<file path="src/rtl/iob_cpx_pkg.sv">
// iob_cpx_pkg: shared constants and types for the IOB-to-CPX request controller.
//   NUM_DEST : number of CPX destination CPU ports
//   Q_DEPTH  : CPX input-queue slots per destination
//   CNT_W    : width of one outstanding-packet counter (holds 0..Q_DEPTH)
//   cnt_t    : one per-destination counter value
//   dest_t   : destination CPU index
//   beat_state_e : atomic second-beat FSM states
package iob_cpx_pkg;

    localparam int NUM_DEST = 8;
    localparam int Q_DEPTH  = 2;
    localparam int CNT_W    = $clog2(Q_DEPTH + 1);

    typedef logic [CNT_W-1:0] cnt_t;
    typedef logic [2:0]       dest_t;

    typedef enum logic [0:0] {
        ST_IDLE  = 1'b0,
        ST_BEAT2 = 1'b1
    } beat_state_e;

endpackage

</file>
<file path="src/rtl/iob_cpx_credit_ctr.sv">
// iob_cpx_credit_ctr: outstanding-packet counter for one CPX destination.
// Counts up by 0/1/2 on accepted packets and down by 1 on a grant,
// saturating at Q_DEPTH and holding at 0 on a grant with nothing outstanding.
//   rclk, reset : clock, asynchronous active-high reset
//   inc         : slots consumed this cycle (0, 1 or 2)
//   dec         : one slot freed this cycle (CPX grant)
//   cnt         : registered outstanding count
//   underflow   : combinational pulse, grant seen while count is 0
module iob_cpx_credit_ctr #(
    parameter int Q_DEPTH = 2,
    parameter int CW      = $clog2(Q_DEPTH + 1)
) (
    input  logic          rclk,
    input  logic          reset,
    input  logic [1:0]    inc,
    input  logic          dec,
    output logic [CW-1:0] cnt,
    output logic          underflow
);

    logic [CW-1:0] cnt_r;
    logic [CW-1:0] cnt_nxt_s;
    logic [CW:0]   sum_s;

    // Next count: add the increment, subtract a grant only when something is outstanding.
    always_comb begin
        sum_s     = {1'b0, cnt_r} + (CW+1)'(inc);
        underflow = dec && (cnt_r == {CW{1'b0}});
        if (dec && (cnt_r != {CW{1'b0}})) begin
            sum_s = sum_s - {{CW{1'b0}}, 1'b1};
        end else begin
            sum_s = sum_s;
        end
        if (sum_s > (CW+1)'(Q_DEPTH)) begin
            cnt_nxt_s = CW'(Q_DEPTH);
        end else begin
            cnt_nxt_s = sum_s[CW-1:0];
        end
    end

    // Count register.
    always_ff @(posedge rclk or posedge reset) begin
        if (reset) begin
            cnt_r <= {CW{1'b0}};
        end else begin
            cnt_r <= cnt_nxt_s;
        end
    end

    assign cnt = cnt_r;

endmodule

</file>
<file path="src/rtl/iob_cpx_req_ctl.sv">
// iob_cpx_req_ctl: credit-based request controller issuing IOB packets to CPX.
// Stalls the source whenever a packet would overflow the destination's CPX
// queue; atomics take two slots and issue a second request beat.
//   rclk, reset       : clock, asynchronous active-high reset
//   src_vld/src_rdy   : source handshake, accept when both high
//   src_dest          : destination CPU index
//   src_atom          : two-beat atomic packet
//   cpx_io_grant_cx2  : flopped CPX grant, one freed slot per set bit
//   io_cpx_req_cq     : registered one-hot request pulse
//   cred_cnt          : packed outstanding counts, destination 0 in the LSBs
//   err_underflow     : sticky, grant arrived for a destination with count 0
module iob_cpx_req_ctl
    import iob_cpx_pkg::*;
#(
    parameter int NUM_DEST = iob_cpx_pkg::NUM_DEST,
    parameter int Q_DEPTH  = iob_cpx_pkg::Q_DEPTH
) (
    input  logic                    rclk,
    input  logic                    reset,
    input  logic                    src_vld,
    input  logic [2:0]              src_dest,
    input  logic                    src_atom,
    output logic                    src_rdy,
    input  logic [NUM_DEST-1:0]     cpx_io_grant_cx2,
    output logic [NUM_DEST-1:0]     io_cpx_req_cq,
    output logic [NUM_DEST*$clog2(Q_DEPTH+1)-1:0] cred_cnt,
    output logic                    err_underflow
);

    localparam int CW = $clog2(Q_DEPTH + 1);

    logic [CW-1:0]       cnt_s [NUM_DEST];
    logic [1:0]          inc_s [NUM_DEST];
    logic [NUM_DEST-1:0] uflow_s;
    logic [CW-1:0]       cnt_sel_s;
    logic [CW+1:0]       total_s;
    logic [1:0]          need_s;
    logic                dest_ok_s;
    logic                accept_s;
    logic                beat2_pend_s;
    beat_state_e         state_r;
    beat_state_e         state_nxt_s;
    dest_t               beat2_dest_r;
    logic [NUM_DEST-1:0] req_r;
    logic [NUM_DEST-1:0] req_nxt_s;
    logic                err_r;

    assign need_s       = src_atom ? 2'd2 : 2'd1;
    assign dest_ok_s    = int'(src_dest) < NUM_DEST;
    assign beat2_pend_s = (state_r == ST_BEAT2);

    // Select the count for src_dest; a loop keeps out-of-range indices harmless.
    always_comb begin
        cnt_sel_s = {CW{1'b0}};
        for (int d = 0; d < NUM_DEST; d++) begin
            if (int'(src_dest) == d) begin
                cnt_sel_s = cnt_s[d];
            end else begin
                cnt_sel_s = cnt_sel_s;
            end
        end
    end

    // Requests are counted in the same edge that registers them, so nothing
    // registered-but-uncounted exists and only the current count matters.
    // The same-cycle grant is deliberately not bypassed into this check.
    assign total_s  = (CW+2)'(cnt_sel_s) + (CW+2)'(need_s);
    assign src_rdy  = !beat2_pend_s && dest_ok_s && (total_s <= (CW+2)'(Q_DEPTH));
    assign accept_s = src_vld && src_rdy;

    for (genvar g = 0; g < NUM_DEST; g++) begin : g_dest
        assign inc_s[g] = (accept_s && (int'(src_dest) == g)) ? need_s : 2'b00;

        iob_cpx_credit_ctr #(
            .Q_DEPTH (Q_DEPTH),
            .CW      (CW)
        ) u_ctr (
            .rclk      (rclk),
            .reset     (reset),
            .inc       (inc_s[g]),
            .dec       (cpx_io_grant_cx2[g]),
            .cnt       (cnt_s[g]),
            .underflow (uflow_s[g])
        );

        assign cred_cnt[g*CW +: CW] = cnt_s[g];
    end

    // Atomic second-beat FSM next state.
    always_comb begin
        state_nxt_s = state_r;
        case (state_r)
            ST_IDLE: begin
                if (accept_s && src_atom) begin
                    state_nxt_s = ST_BEAT2;
                end else begin
                    state_nxt_s = ST_IDLE;
                end
            end
            ST_BEAT2: state_nxt_s = ST_IDLE;
            default:  state_nxt_s = ST_IDLE;
        endcase
    end

    // Next request vector: new accept, else the pending second beat, else idle.
    always_comb begin
        req_nxt_s = {NUM_DEST{1'b0}};
        for (int d = 0; d < NUM_DEST; d++) begin
            if (accept_s && (int'(src_dest) == d)) begin
                req_nxt_s[d] = 1'b1;
            end else if (beat2_pend_s && (int'(beat2_dest_r) == d)) begin
                req_nxt_s[d] = 1'b1;
            end else begin
                req_nxt_s[d] = 1'b0;
            end
        end
    end

    // FSM state and latched second-beat destination.
    always_ff @(posedge rclk or posedge reset) begin
        if (reset) begin
            state_r      <= ST_IDLE;
            beat2_dest_r <= 3'd0;
        end else begin
            state_r <= state_nxt_s;
            if (accept_s && src_atom) begin
                beat2_dest_r <= src_dest;
            end else begin
                beat2_dest_r <= beat2_dest_r;
            end
        end
    end

    // Request pulse register and sticky underflow flag.
    always_ff @(posedge rclk or posedge reset) begin
        if (reset) begin
            req_r <= {NUM_DEST{1'b0}};
            err_r <= 1'b0;
        end else begin
            req_r <= req_nxt_s;
            err_r <= err_r | (|uflow_s);
        end
    end

    assign io_cpx_req_cq = req_r;
    assign err_underflow = err_r;

endmodule

</file>
<file path="config.mk">
export PLATFORM = sky130hd
export DESIGN_NAME = iob_cpx_req_ctl
export DESIGN_NICKNAME = d
export VERILOG_FILES = /design/src/rtl/iob_cpx_pkg.sv /design/src/rtl/iob_cpx_credit_ctr.sv /design/src/rtl/iob_cpx_req_ctl.sv
export SDC_FILE = /design/constraint.sdc
export NUM_CORES = 1
export LEC_CHECK = 0
export ABC_AREA = 1
export ABC_CLOCK_PERIOD_IN_PS = 5970
export BUFFER_PORTS_ARGS = -buffer_cell sky130_fd_sc_hd__buf_2
export CORE_UTILIZATION = 50
export CTS_CLUSTER_DIAMETER = 200
export CTS_CLUSTER_SIZE = 40
export DETAILED_ROUTE_END_ITERATION = 6
export GPL_ROUTABILITY_DRIVEN = 0
export PLACE_DENSITY = 0.8
export SYNTH_ARGS = -nofsm -noshare
export SYNTH_HDL_FRONTEND = slang
export SYNTH_SLANG_ARGS = --single-unit
</file>
<file path="constraint.sdc">
create_clock -name rclk -period 5.97 [get_ports rclk]
set_clock_uncertainty 0.15 [all_clocks]
set_input_delay 1.194 -clock rclk [delete_from_list [all_inputs] [get_ports rclk]]
set_output_delay 1.194 -clock rclk [all_outputs]
set_load 0.05 [all_outputs]
</file>
==> results.tsv, run 1 <==
stage	metric	value	unit
outcome	status	finished, final reports clean	
pwr	ir_drop	240	uV
clock_tree	cts_max_level	2	
clock_tree	clock-sinks	29	
synth	synth_area_leaders	dfrtp_1 (34%), ha_1 (10%), fa_1 (8.5%)	
synth	ys_seq_area_frac	0.343	
timing	period_needed	4.76	ns
synth	postSynthCellCount	249	
die	die_area	0.00449	mm2
grt	grt_overflow	0	
timing	relSlewSlack	0.278	
placement	dp_worst_setup_slack	0.956	ns
drt	drtPass1Iterations	4	
grt	grt_max_degree	30	
critical_path	crit_required	6.03	ns
die	fp.dieH	67.0	um
timing	setup_violations	0	
critical_path	worstReg2RegStart	g_dest[2].u_ctr.cnt[0]$_DFF_PP0_	
drt	initialDrtViolationCount	107	
cells_and_area	post-route-util	0.612	
critical_path	r2r_cells	24	
cells_and_area	diodes	0	
worst_hold_path	hold_path_end	err_underflow$_DFF_PP0_	
clock_tree	path_clk_slew	0.06	ns
placement	dp.final_hpwl	3610	um
grt	grt_pass1_vias	1838	
timing	setup_ws	1.21	ns
clock_tree	cts_resized	0	
pwr	total_power	1.17	mW
worst_hold_path	hp-class	reg -> reg	
die	core	0.00403	mm2
synth	synth_area_per_cell	8.49	um2
clock_tree	cts_setup_buffers	0	
drt	drt_wl_total	4510	um
critical_path	cp_slowest_cell	fa_1	
critical_path	reg2reg_slack	1.93	ns
cells_and_area	area_delta_synth_final	16.6	%
timing	hold_viol_final	0	
critical_path	r2r-end	g_dest[6].u_ctr.cnt[0]$_DFF_PP0_	
clock_tree	ctsHoldBuffers	0	
synth	synth_area	0.00211	mm2
placement	portBuffers	40	
timing	timing.setup.tns	0	ns
timing	finalMaxSlewViolations	0	
worst_hold_path	min_from	err_underflow$_DFF_PP0_	
critical_path	crit_arrival	4.82	ns
timing	tightest_slew	1.08	ns
synth	synth_flop_cell	dfrtp_1	
clock_tree	cts_made_buffers	5	
cells_and_area	fill_cells	361	
pwr	p_leak	1.30	nW
die	start_util	0.525	
synth	synth_top_area_cell	dfrtp_1	
timing	fin_hold_ws	0.339	ns
clock_tree	tritoncts	yes	
drt	wl_per_cell	13.1	um
die	die_x	67.0	um
critical_path	cp_slowest_stage_delay	0.51	ns
worst_hold_path	hold_depth	2	
cells_and_area	fin_cells	345	
synth	synth-edff-count	0	
clock_tree	clock_latency	0.29	ns
clock_tree	clock_path_buffers	2	
die	rows	23	
synth	yosys_warnings	0	
cells_and_area	ff_latch_area	726	um2
synth	postSynth.asyncResetShare	1.00	
critical_path	path_max_fanout	8	
pwr	power.density	477	mW/mm2
drt	vias_per_cell	5.19	
timing	rsz0062_at_grt	no	
cells_and_area	nNetsFinal	335	
cells_and_area	final_cell_mix	nor2_1 (41), buf_2 (40), inv_1 (39), nand2_1 (39), dfrtp_1 (29)	
timing	post-route-period-util	0.797	
run	maxCapViolCount	0	
synth	synth_top_area_frac	0.343	
die	ios	41	
critical_path	cp-start-kind	primary input	
synth	synth.distinct_cells	29	
grt	grt_pass1_wl	7950	um
cells_and_area	final_common_cell	nor2_1	
drt	drc	0	
synth	synthesis.nets	290	
placement	dp.cells	337	
cells_and_area	multi_input_area	0.00122	mm2
grt	track_usage	0.244	
clock_tree	cts_root_buffer	clkbuf_8	
critical_path	cp-end-kind	register	
grt	antenna_found_initial	0	
cells_and_area	final_area	0.00246	mm2
drt	drtAntennaViolNets	0	
synth	ys_ff_latch	29	
cells_and_area	drive_gt1_frac	0.227	
timing	clock.fmax	210	MHz
drt	dr_total_vias	1792	
placement	place_area	0.00236	mm2
critical_path	path_class	in -> reg	
-- sequential cells by signal, summed over array words and instances (netlist names) --
signal / cells
err_underflow: 1
beat2_dest_r: 3
beat2_pend_s: 1
io_cpx_req_cq: 8
g_dest.u_ctr.cnt: 16
-- final cells by class --
cell class | instances | share of cell area
multi-input cells | 176 | 0.493
flip-flops and latches | 29 | 0.294
repair buffers | 40 | 0.0812
inverters | 42 | 0.0645
clock buffers | 7 | 0.0391
well taps | 50 | 0.0254
clock inverters | 1 | 0.00203
-- worst max-delay path: cells and delay by family --
| family | cells | cell delay, ns |
|---|---|---|
| fa+ha+maj | 5 | 1.42 |
| simple gates | 11 | 1.13 |
| buf+inv | 7 | 0.63 |
| compound gates | 2 | 0.29 |
| xor+xnor | 1 | 0.16 |
-- how the worst max path moves through the flow --
| stage | start | to | slack [ns] | cells past startpoint |
|---|---|---|---|---|
| finish | src_dest[2] | g_dest[6].u_ctr.cnt[0]$_DFF_PP0_ | 1.21 | 26 |
| global route | src_dest[2] | g_dest[1].u_ctr.cnt[0]$_DFF_PP0_ | 0.87 | 26 |
| CTS | src_dest[0] | g_dest[3].u_ctr.cnt[0]$_DFF_PP0_ | 1.22 | 23 |
| detailed placement | src_dest[2] | g_dest[6].u_ctr.cnt[0]$_DFF_PP0_ | 0.96 | 26 |
| global placement | src_dest[2] | g_dest[7].u_ctr.cnt[0]$_DFF_PP0_ | 1.10 | 26 |
| floorplan | src_dest[0] | g_dest[3].u_ctr.cnt[0]$_DFF_PP0_ | 0.65 | 24 |
-- Yosys cell counts (3+ instances only) --
cell type	number
dfrtp_1	29
fa_1	9
ha_1	17
inv_1	39
nand2_1	39
nand3_1	5
nand4_1	3
nor2_1	41
nor3_1	3
o211ai_1	9
o21ai_0	11
o21ai_2	8
xnor2_1	8
xor2_1	8
-- routing by layer --
metal | GRT usage | wire (um) | up-vias
li1 | - | - | 898
met1 | 0.274 | 1820 | 832
met2 | 0.420 | 2330 | 48
met3 | 0.0582 | 225 | 14
met4 | 0.128 | 135 | 0
met5 | 0 | 0 | -
-- where the power goes --
| group | internal, mW | total, mW | switching, mW |
|---|---|---|---|
| logic | 0.203 | 0.644 | 0.442 |
| registers | 0.261 | 0.348 | 0.0872 |
| clock network | 0.104 | 0.183 | 0.0786 |
-- logic make-up (layout without fill, tap and decap cells) --
family          after synthesis  in the layout  synth area share
xor+xnor                     16             16            0.0663
simple gates                100            100             0.212
compound gates               34             34             0.111
buf+inv                      44             90            0.0811
fa+ha+maj                    26             26             0.186
flops                        29             29             0.343
No activity file was read; power rests on OpenSTA's default activity.
==> inputs of run 2 (changes only) <==
--- a/config.mk
+++ b/config.mk
@@ -5,8 +5,8 @@
 export SDC_FILE = /design/constraint.sdc
 export NUM_CORES = 1
 export LEC_CHECK = 0
-export ABC_AREA = 1
-export ABC_CLOCK_PERIOD_IN_PS = 5970
+export ABC_AREA = 0
+export ABC_CLOCK_PERIOD_IN_PS = 4800
 export BUFFER_PORTS_ARGS = -buffer_cell sky130_fd_sc_hd__buf_2
 export CORE_UTILIZATION = 50
 export CTS_CLUSTER_DIAMETER = 200
==> constraint.sdc (replaced) <==
create_clock -name rclk -period 4.8 [get_ports rclk]
set_clock_uncertainty 0.15 [all_clocks]
set_input_delay 0.96 -clock rclk [delete_from_list [all_inputs] [get_ports rclk]]
set_output_delay 0.96 -clock rclk [all_outputs]
set_load 0.05 [all_outputs]
==> results.tsv, run 2 <==
stage	metric	value	unit	change
grt	antenna_found_initial	0		unchanged
timing	fin_hold_ws	0.342	ns	+0.00246 ns
placement	portBuffers	40		unchanged
synth	postSynthCellCount	229		-8.0%
critical_path	reg2reg_slack	0.57	ns	-1.36 ns
cells_and_area	fill_cells	349		-3.3%
grt	grt_pass1_vias	1787		-2.8%
drt	wl_per_cell	14.0	um	+7.3%
critical_path	cp-end-kind	register		
placement	dp.final_hpwl	3580	um	-0.78%
clock_tree	clock-sinks	29		unchanged
critical_path	worstReg2RegStart	g_dest[6].u_ctr.cnt[0]$_DFF_PP0_		
synth	synth_top_area_cell	dfrtp_1		
die	start_util	0.527		+0.00280
synth	synth_commonest_cells	dfrtp_1 (29), nor2_1 (29), inv_1 (23)		
synth	synth.distinct_cells	39		+34%
synth	postSynth.asyncResetShare	1.00		unchanged
clock_tree	cts_max_level	2		unchanged
worst_hold_path	hp-class	reg -> reg		
synth	synth_flop_cell	dfrtp_1		
critical_path	cp_slowest_stage_delay	0.51	ns	about the same
cells_and_area	diodes	0		unchanged
run	maxCapViolCount	0		unchanged
die	die_x	67.2	um	+0.26%
die	core	0.00403	mm2	unchanged
cells_and_area	largest_reg_flops	16		unchanged
die	rows	23		unchanged
drt	met2_length	2210	um	-5.2%
critical_path	path_class	in -> reg		
critical_path	crit_chain	buf_2 > a22oi_1 > nor2b_1 > a2111oi_1 > a21oi_1 > ha_1 > inv_1 > fa_1 > nand2b_2 > nand4b_4 > nand2b_2 > nor2_1 > ha_1 > fa_1 > inv_1 > ha_1 > xor2_1 > nor2_1 > nand2_1 > o21ai_0		
timing	period_needed	4.57	ns	
critical_path	crit_required	4.86	ns	-1.17 ns
grt	grt_overflow	0		unchanged
grt	grt_pass1_wl	8020	um	+0.87%
grt	grt_max_degree	30		unchanged
synth	ys_seq_area_frac	0.342		-0.00182
timing	relSlewSlack	0.725		+0.447
cells_and_area	area_delta_synth_final	17.7	%	
synth	synth-edff-count	0		unchanged
timing	clock.fmax	219	MHz	
clock_tree	path_clk_slew	0.07	ns	about the same
cells_and_area	multi_input_area	0.00128	mm2	+5.2%
critical_path	cp_slowest_cell	fa_1		
grt	track_usage	0.239		-0.00456
die	fp.dieH	67.2	um	+0.26%
critical_path	crit_top_cell	ha_1		
synth	synthesis.nets	270		-6.9%
synth	ys_ff_latch	29		unchanged
drt	drt_wl_total	4600	um	+2.0%
critical_path	r2r_cells	19		-21%
timing	finalMaxSlewViolations	0		unchanged
cells_and_area	drive_gt1_frac	0.227		-0.000500
drt	vias_per_cell	5.67		+9.2%
drt	wl_met3	299	um	+33%
synth	synth_top_area_frac	0.342		-0.00182
cells_and_area	nNetsFinal	318		-5.1%
clock_tree	tritoncts	yes		
timing	post-route-period-util	0.953		
worst_hold_path	min_from	err_underflow$_DFF_PP0_		
drt	drc	0		unchanged
cells_and_area	final_cell_mix	buf_2 (40), nor2_1 (29), dfrtp_1 (29)		
drt	drtAntennaViolNets	0		unchanged
timing	hold_viol_final	0		unchanged
drt	top_layer	met4		
critical_path	path_max_fanout	9		+1
drt	initialDrtViolationCount	177		+65%
timing	tightest_slew	0.413	ns	-0.669 ns
synth	synth_area_leaders	dfrtp_1 (34%), ha_1 (10%), fa_1 (8.5%)		
critical_path	cp_num_buf_inv	3		-4
clock_tree	clock_latency	0.29	ns	about the same
critical_path	cp-start-kind	primary input		
worst_hold_path	hold_path_end	err_underflow$_DFF_PP0_		
outcome	status	finished, final reports clean		
die	die_area	0.00451	mm2	+0.52%
timing	setup_violations	0		unchanged
cells_and_area	final_common_cell	buf_2		
worst_hold_path	hold_depth	2		unchanged
critical_path	r2r-end	g_dest[5].u_ctr.cnt[0]$_DFF_PP0_		
cells_and_area	post-route-util	0.621		+0.00901
timing	setup_ws	0.228	ns	-0.986 ns
critical_path	crit_arrival	4.63	ns	-0.19 ns
placement	dp_worst_setup_slack	-0.139	ns	-1.10 ns
cells_and_area	fin_cells	328		-4.9%
pwr	ir_drop	305	uV	+27%
critical_path	critPathTopFamily	adder cells		
cells_and_area	ff_latch_area	726	um2	unchanged
drt	dr_total_vias	1861		+3.9%
pwr	p_leak	1.24	nW	-4.8%
clock_tree	cts_made_buffers	5		unchanged
synth	synth_area_per_cell	9.28	um2	+9.3%
clock_tree	cts_setup_buffers	0		unchanged
die	ios	41		unchanged
pwr	power.density	646	mW/mm2	+35%
synth	synth_area	0.00212	mm2	+0.53%
drt	drt-met1-wl	2030	um	+11%
drt	drtPass1Iterations	4		unchanged
clock_tree	cts_root_buffer	clkbuf_8		
placement	dp.cells	320		-5.0%
clock_tree	clock_path_buffers	2		unchanged
synth	yosys_warnings	0		unchanged
==> run 2: what timing repair did <==
item | 4_1_cts | 5_1_grt
endpoints found under the setup margin | 0 | 16
hold buffers | 0 | 0
gates resized for setup | 0 | 2
==> run 2: final cells by class <==
class / count / area share
repair buffers: 48 / 0.104
well taps: 50 / 0.0250
flip-flops and latches: 29 / 0.290
inverters: 23 / 0.0345
clock buffers: 5 / 0.0275
clock inverters: 3 / 0.00700
multi-input cells: 170 / 0.512
==> run 2: routing by layer <==
metal / GRT usage / vias to the layer above
met5: 0 / -
met4: 0.0745 / 0
met3: 0.0608 / 9
met2: 0.386 / 62
met1: 0.313 / 894
li1: - / 896
==> run 2: where the power goes <==
part | internal, mW | leakage (nW) | switching (mW)
logic | 0.333 | 0.836 | 0.619
clock network | 0.0998 | 0.0439 | 0.102
registers | 0.334 | 0.361 | 0.128
==> run 2: worst min-delay path, cell delays in order (launching register included) <==
cell and delay (ns):
dfrtp_1 0.34, a211oi_1 0.05, nand3_1 0.07
==> run 2: worst max-delay path by stage <==
stage,from,endpoint,slack [ns],cells past startpoint
2_1_floorplan,src_dest[2],g_dest[5].u_ctr.cnt[0]$_DFF_PP0_,0.07,21
3_3_place_gp,src_dest[0],g_dest[5].u_ctr.cnt[0]$_DFF_PP0_,0.06,20
3_5_place_dp,src_dest[0],g_dest[5].u_ctr.cnt[0]$_DFF_PP0_,-0.14,20
4_1_cts,src_dest[0],g_dest[5].u_ctr.cnt[0]$_DFF_PP0_,0.12,20
5_1_grt,src_dest[0],g_dest[5].u_ctr.cnt[0]$_DFF_PP0_,-0.0003,20
6_report,src_dest[0],g_dest[5].u_ctr.cnt[0]$_DFF_PP0_,0.23,20
==> run 2: metrics by stage <==
| step | cell area [um2] | TNS, ns | power, mW |
|---|---|---|---|
| final | 2500 | 0 | 1.62 |
| after global routing | 2500 | -0.000317 | 1.75 |
| after CTS | 2500 | 0 | 1.62 |
| after detailed placement | 2410 | -1.08 | 1.41 |
| after global placement | 2410 | 0 | 1.38 |
| after floorplan | 2120 | 0 | 1.18 |
==> run 2: cell families after synthesis <==
logic type / count (synthesis) / synth area share
and+or+nand+nor: 80 / 0.189
AOI/OAI and AO/OA: 49 / 0.157
buffers and inverters: 30 / 0.0577
DFF: 29 / 0.342
adders and majority gates: 26 / 0.185
xor gates and xnor gates: 8 / 0.0330
muxes: 7 / 0.0365
